### config.mk
export PLATFORM = sky130hd
export DESIGN_NAME = stream_serializer_flat
export DESIGN_NICKNAME = d
export VERILOG_FILES = /design/src/rtl/stream_ser_pkg.sv /design/src/rtl/stream_serializer_if.sv /design/src/rtl/stream_serializer.sv /design/src/flat_wrapper.sv
export SDC_FILE = /design/constraint.sdc
export NUM_CORES = 1
export LEC_CHECK = 0
export CORE_AREA = 2 2 69 71
export CTS_CLUSTER_SIZE = 40
export DETAILED_ROUTE_END_ITERATION = 16
export DIE_AREA = 0 0 71 73
export GPL_TIMING_DRIVEN = 0
export PLACE_DENSITY_LB_ADDON = 0.08
export SYNTH_ARGS = -nofsm -noshare
export SYNTH_HDL_FRONTEND = slang
export SYNTH_SLANG_ARGS = --single-unit
### constraint.sdc
create_clock -name clk -period 1.84 [get_ports clk]
set_input_delay 0.46 -clock clk [delete_from_list [all_inputs] [get_ports clk]]
set_output_delay 0.46 -clock clk [all_outputs]
set_load 0.05 [all_outputs]
### src/rtl/stream_ser_pkg.sv
// ---------------------------------------------------------------------------
// stream_ser_pkg
// Shared definitions for the stream serializer.
//   - ser_state_e   : FSM state encoding (IDLE = no word held, SHIFT = word held)
//   - serRatio      : number of output beats per input word
//   - serCntWidth   : width of the beat counter for a given ratio
//   - serConfigOk   : legality check on the WIDTH / OUT_WIDTH pairing
// ---------------------------------------------------------------------------
package stream_ser_pkg;

   typedef enum logic {
      IDLE  = 1'b0,
      SHIFT = 1'b1
   } ser_state_e;

   // Beats per word; only meaningful when serConfigOk() holds.
   function automatic int serRatio(input int width, input int outWidth);
      return width / outWidth;
   endfunction

   // Counter wide enough to index every beat of a word.
   function automatic int serCntWidth(input int ratio);
      return (ratio < 2) ? 1 : $clog2(ratio);
   endfunction

   // The word must split into a whole number of beats, at least two of them.
   function automatic bit serConfigOk(input int width, input int outWidth);
      if (outWidth <= 0) return 1'b0;
      return ((width % outWidth) == 0) && ((width / outWidth) >= 2);
   endfunction

endpackage

### src/rtl/stream_serializer_if.sv
// ---------------------------------------------------------------------------
// stream_serializer_if
// Bundles the wide input stream and the narrow output stream of the
// serializer.
//   in_data   [WIDTH]      word to serialize          (master -> slave)
//   in_valid               in_data is valid           (master -> slave)
//   in_ready               serializer takes the word  (slave  -> master)
//   out_data  [OUT_WIDTH]  current beat               (slave  -> master)
//   out_valid              out_data is valid          (slave  -> master)
//   out_ready              downstream takes the beat  (master -> slave)
//   in_last / out_last     word-end marker, only when SERIALIZER_LAST_EN
//                          is defined
// The master modport is the environment around the serializer (upstream
// producer plus downstream consumer); the slave modport is the serializer.
// ---------------------------------------------------------------------------
interface stream_serializer_if #(
   parameter int WIDTH     = 32,
   parameter int OUT_WIDTH = 8
);

   logic [WIDTH-1:0]     in_data;
   logic                 in_valid;
   logic                 in_ready;
   logic [OUT_WIDTH-1:0] out_data;
   logic                 out_valid;
   logic                 out_ready;
`ifdef SERIALIZER_LAST_EN
   logic                 in_last;
   logic                 out_last;

   modport master (
      output in_data, in_valid, in_last, out_ready,
      input  in_ready, out_data, out_valid, out_last
   );

   modport slave (
      input  in_data, in_valid, in_last, out_ready,
      output in_ready, out_data, out_valid, out_last
   );
`else
   modport master (
      output in_data, in_valid, out_ready,
      input  in_ready, out_data, out_valid
   );

   modport slave (
      input  in_data, in_valid, out_ready,
      output in_ready, out_data, out_valid
   );
`endif

endinterface

### src/rtl/stream_serializer.sv
// ---------------------------------------------------------------------------
// stream_serializer
// Width down-converter: accepts one WIDTH-bit word per input handshake and
// emits it as RATIO = WIDTH/OUT_WIDTH beats of OUT_WIDTH bits. A new word can
// be accepted in the same cycle the final beat of the previous word leaves,
// so back-to-back words keep the output fully busy.
//
// Parameters:
//   WIDTH     input word width (multiple of OUT_WIDTH)
//   OUT_WIDTH output beat width (RATIO must be >= 2)
//   MSB_FIRST 0: low slice first, 1: high slice first
// Ports:
//   clk    rising-edge clock
//   rst_n  asynchronous, active-low reset
//   bus    stream_serializer_if.slave (in_* word side, out_* beat side)
// Optional feature macro: SERIALIZER_LAST_EN adds in_last/out_last; out_last
//   marks the final beat of a word that arrived with in_last set.
// ---------------------------------------------------------------------------
module stream_serializer
   import stream_ser_pkg::*;
#(
   parameter int WIDTH     = 32,
   parameter int OUT_WIDTH = 8,
   parameter int MSB_FIRST = 0
) (
   input  logic                clk,
   input  logic                rst_n,
   stream_serializer_if.slave  bus
);

   localparam int              RATIO     = serRatio(WIDTH, OUT_WIDTH);
   localparam int              CNT_W     = serCntWidth(RATIO);
   localparam logic [CNT_W-1:0] LAST_BEAT = CNT_W'(RATIO - 1);

   // Refuse to elaborate a configuration that cannot be split evenly.
   generate
      if (!serConfigOk(WIDTH, OUT_WIDTH)) begin : g_badConfig
         $error("stream_serializer: WIDTH must be a multiple of OUT_WIDTH with RATIO >= 2");
      end
   endgenerate

   ser_state_e        r_state;
   ser_state_e        w_nextState;
   logic [CNT_W-1:0]  r_beatCnt;
   logic [CNT_W-1:0]  w_nextBeatCnt;
   logic [WIDTH-1:0]  r_dataQ;
   logic [CNT_W-1:0]  w_sliceIdx;
   logic              w_lastBeat;
   logic              w_load;
   logic              w_inReady;
   logic              w_outValid;

   assign w_lastBeat = (r_beatCnt == LAST_BEAT);

   // Next-state and handshake logic. in_ready depends on out_ready only in
   // SHIFT, where the final beat leaving frees the holding register for the
   // next word in the same cycle; this is what removes the bubble between
   // back-to-back words. The counter returns to 0 whenever the word is
   // finished so the idle output shows slice 0.
   always_comb begin
      w_nextState   = r_state;
      w_nextBeatCnt = r_beatCnt;
      w_load        = 1'b0;
      w_inReady     = 1'b0;
      w_outValid    = 1'b0;
      case (r_state)
         IDLE: begin
            w_inReady = 1'b1;
            if (bus.in_valid) begin
               w_load        = 1'b1;
               w_nextBeatCnt = '0;
               w_nextState   = SHIFT;
            end
         end
         SHIFT: begin
            w_outValid = 1'b1;
            w_inReady  = bus.out_ready && w_lastBeat;
            if (bus.out_ready) begin
               if (!w_lastBeat) begin
                  w_nextBeatCnt = r_beatCnt + CNT_W'(1);
               end else if (bus.in_valid) begin
                  w_load        = 1'b1;
                  w_nextBeatCnt = '0;
               end else begin
                  w_nextState   = IDLE;
                  w_nextBeatCnt = '0;
               end
            end
         end
      endcase
   end

   // State and beat counter registers.
   always_ff @(posedge clk or negedge rst_n) begin
      if (!rst_n) begin
         r_state   <= IDLE;
         r_beatCnt <= '0;
      end else begin
         r_state   <= w_nextState;
         r_beatCnt <= w_nextBeatCnt;
      end
   end

   // Holding register for the word being serialized; it only changes when
   // a new word is accepted, so stalls leave the current beat untouched.
   always_ff @(posedge clk or negedge rst_n) begin
      if (!rst_n) begin
         r_dataQ <= '0;
      end else if (w_load) begin
         r_dataQ <= bus.in_data;
      end
   end

   // Beat order: the counter always runs upward, MSB-first just mirrors
   // which slice the counter points at.
   generate
      if (MSB_FIRST != 0) begin : g_msbFirst
         assign w_sliceIdx = LAST_BEAT - r_beatCnt;
      end else begin : g_lsbFirst
         assign w_sliceIdx = r_beatCnt;
      end
   endgenerate

   assign bus.in_ready  = w_inReady;
   assign bus.out_valid = w_outValid;
   assign bus.out_data  = r_dataQ[int'(w_sliceIdx) * OUT_WIDTH +: OUT_WIDTH];

`ifdef SERIALIZER_LAST_EN
   logic r_lastQ;

   // The word-end marker travels with the word and is only shown on the
   // final beat; it follows the counter, so it is stable through a stall.
   always_ff @(posedge clk or negedge rst_n) begin
      if (!rst_n) begin
         r_lastQ <= 1'b0;
      end else if (w_load) begin
         r_lastQ <= bus.in_last;
      end
   end

   assign bus.out_last = w_outValid && r_lastQ && w_lastBeat;
`endif

endmodule

### src/flat_wrapper.sv
// flat-port wrapper written by rule: the top's interface ports become plain ports
module stream_serializer_flat import stream_ser_pkg::*;
#(
   parameter int WIDTH     = 32,
   parameter int OUT_WIDTH = 8,
   parameter int MSB_FIRST = 0
)
  (clk, rst_n, bus_in_data, bus_in_valid, bus_out_ready, bus_in_ready, bus_out_data, bus_out_valid);
  stream_serializer_if #(.WIDTH(WIDTH), .OUT_WIDTH(OUT_WIDTH)) bus_i ();
  input  logic clk;
  input  logic rst_n;
  input wire logic [$bits(bus_i.in_data)-1:0] bus_in_data;
  input wire logic [$bits(bus_i.in_valid)-1:0] bus_in_valid;
  input wire logic [$bits(bus_i.out_ready)-1:0] bus_out_ready;
  output wire logic [$bits(bus_i.in_ready)-1:0] bus_in_ready;
  output wire logic [$bits(bus_i.out_data)-1:0] bus_out_data;
  output wire logic [$bits(bus_i.out_valid)-1:0] bus_out_valid;
  assign bus_i.in_data = bus_in_data;
  assign bus_i.in_valid = bus_in_valid;
  assign bus_i.out_ready = bus_out_ready;
  assign bus_in_ready = bus_i.in_ready;
  assign bus_out_data = bus_i.out_data;
  assign bus_out_valid = bus_i.out_valid;
  stream_serializer #(.WIDTH(WIDTH), .OUT_WIDTH(OUT_WIDTH), .MSB_FIRST(MSB_FIRST)) u_core (.clk(clk), .rst_n(rst_n), .bus(bus_i));
endmodule
==> reports/metrics.cfg <==
[status]
status = finished with violations
violations = setup timing

[timing]
tightestPinTransition_ps = 793
layout_min_cycle_time_ps = 2020
finalCritPeriodShare_pct = 110
setup_slack_ps = -184
holdWs_ps = 262
max_slew_margin_pct = 47.1
slew_viol_final = 0
max_freq_mhz = 494
setup-violations-final = 9
skew_ps = 4.28
grt_setup_unrepaired = yes
hold_viol_final = 0

[synthesis]
yosysUniqueCellTypes = 18
yosysSeqAreaShare_pct = 43.7
ys_warn_count = 0
syn_inst = 165
ys_ff_latch = 35
avgSynthCellArea_um2 = 12.1
syn_nets = 202
syn_area_um2 = 2000

[route]
dr_total_vias = 1486
routed_via_density = 5.33
drt-total-wl_um = 4730
antenna_left = 0
drt_iter0_drc = 105
drc = 0
wl_per_cell_um = 16.9
dr.pass1.iters = 4

[clock_network]
clock-root-buffer = clkbuf_8
clock_latency_ps = 280
cts_tree = yes
h-tree-depth = 2
cts_buffer_depth = 2
cts.reportedPaths.clkPinSlew_ps = 70
cts_sinks = 35
cts_made_buffers = 5

[critical_path]
critPathKind = reg2out
path_max_fanout = 5
slowest_stage = mux4_2
worstPathCellList = buf_12, mux4_2, buf_6
crit_buf_inv = 2
crit_family = multiplexers
worst_setup_path_end_kind = output pin
cp_data_arrival_time_ps = 1560
required_ps = 1380
slowest_delay_ps = 530
start_kind = flip-flop

[die]
fp-row-count = 25
die_area_um2 = 5180
die_w_um = 71
ios = 46
die_y_um = 73
design.core.area_um2 = 4540
start_util_pct = 44.2

[pwr]
worst_ir_drop_vdd_mv = 0.954
p_leak_nw = 1.23
powerDensity_nw_per_um2 = 1810

[grt]
grt_pass1_vias = 1551
grt_max_degree = 36
grt_pass1_wl_um = 7800
antenna_found_initial = 0
gr-usage-all-layers_pct = 20.0
gr-total-overflow = 0

[hold_path]
hold_path.class = in2async

[placement]
globalplace.congestion = 0.768
dp_hpwl_um = 3150
pre_cts_slack_ps = -997
port_buffers = 44

[layout]
area_growth_pct = 36.3
drive_gt1_share_pct = 36.4
diodes = 0
fin_nets = 261
final_util_pct = 60.2

[job]
maxCapViolations = 0

[kinds of logic (layout without fill, tap and decap cells)]
kind of cell / count (synthesis) / count (layout) / share of synthesized area, %
DFF: 35 / 35 / 43.7
muxes: 9 / 9 / 9.49
adders and majority gates: 1 / 1 / 0.625
buffers and inverters: 49 / 109 / 11.6
AOI/OAI and AO/OA: 35 / 35 / 27.2
and+or+nand+nor: 36 / 36 / 7.43
[worst paths after layout]
path	slack [ps]	cells after the start	from	end
max	-180	3	u_core.r_beatCnt[0]	bus_out_data[1]
min	260	1	rst_n	u_core.r_dataQ[4]
max reg2reg	210	5	u_core.r_beatCnt[0]	u_core.r_dataQ[13]
min reg2reg	550	2	u_core.r_dataQ[8]	u_core.r_dataQ[8]
max in group asynchronous	1030	1	rst_n	u_core.r_state
min in group clk	420	2	bus_in_valid	u_core.r_state
[metrics by stage]
stage / power (mW) / TNS, ps / area (um2) / instances
2_1_floorplan: 3.33 / 0 / 2000 / 165
3_3_place_gp: 3.95 / -22240 / 2510 / 263
3_5_place_dp: 4.03 / -7430 / 2510 / 263
4_1_cts: 4.86 / -1580 / 2670 / 276
5_1_grt: 5.19 / -1690 / 2730 / 279
6_report: 4.94 / -1400 / 2730 / 279
[cell usage in the layout, fill, tap and decap left out, types with 4 or more instances in the layout]
cell,n
clkbuf_8,7
o32ai_2,30
buf_4,6
inv_1,32
dfrtp_1,33
mux4_2,8
clkdlybuf4s50_1,32
buf_2,7
clkbuf_1,4
nand2_1,32
buf_6,14
[registers in the layout (all words and copies together), names as in the netlist]
name,flops
u_core.r_dataQ,32
u_core.r_state,1
u_core.r_beatCnt,2
[power breakdown]
part | total [mW] | switching (mW) | internal (mW)
logic | 2.95 | 1.45 | 1.50
registers | 1.38 | 0.233 | 1.15
clock network | 0.607 | 0.266 | 0.342
[cell usage after synthesis]
master | number | share of area, %
nand2_1 | 32 | 6.0
inv_1 | 32 | 6.0
clkbuf_1 | 3 | 0.56
buf_2 | 8 | 2.0
buf_6 | 5 | 2.8
and3_4 | 1 | 0.56
nor2_1 | 1 | 0.19
mux2i_1 | 1 | 0.50
and2b_1 | 1 | 0.37
o32ai_2 | 30 | 24
dfrtp_1 | 35 | 44
inv_2 | 1 | 0.19
a32o_1 | 2 | 1.0
o32ai_1 | 2 | 0.87
or2_1 | 1 | 0.31
a21boi_4 | 1 | 0.94
ha_1 | 1 | 0.62
mux4_2 | 8 | 9.0
[layout make-up]
| class | instances | area [um2] |
|---|---|---|
| Multi-Input combinational cell | 81 | 898 |
| Fill cell | 377 | 1810 |
| Sequential cell | 35 | 878 |
| Clock buffer | 8 | 100 |
| Tap cell | 54 | 67.6 |
| Timing Repair Buffer | 52 | 523 |
| Inverter | 33 | 124 |
| Buffer | 16 | 139 |
[routing by layer]
layer,track usage (%),wire (um),vias to the layer above
met5,0,0,-
met4,5.66,53,0
met3,3.45,195,5
met2,35.0,2440,36
met1,25.6,2040,743
li1,-,-,702
[timing repair]
action | 4_1_cts | 5_1_grt
pin swaps | 1 | 0
buffers inserted | 5 | 2
resized for setup | 71 | 5
setup endpoints to repair | 10 | 9
hold buffers | 0 | 0
gates cloned | 0 | 1
Power figures use the tool's default switching activity.
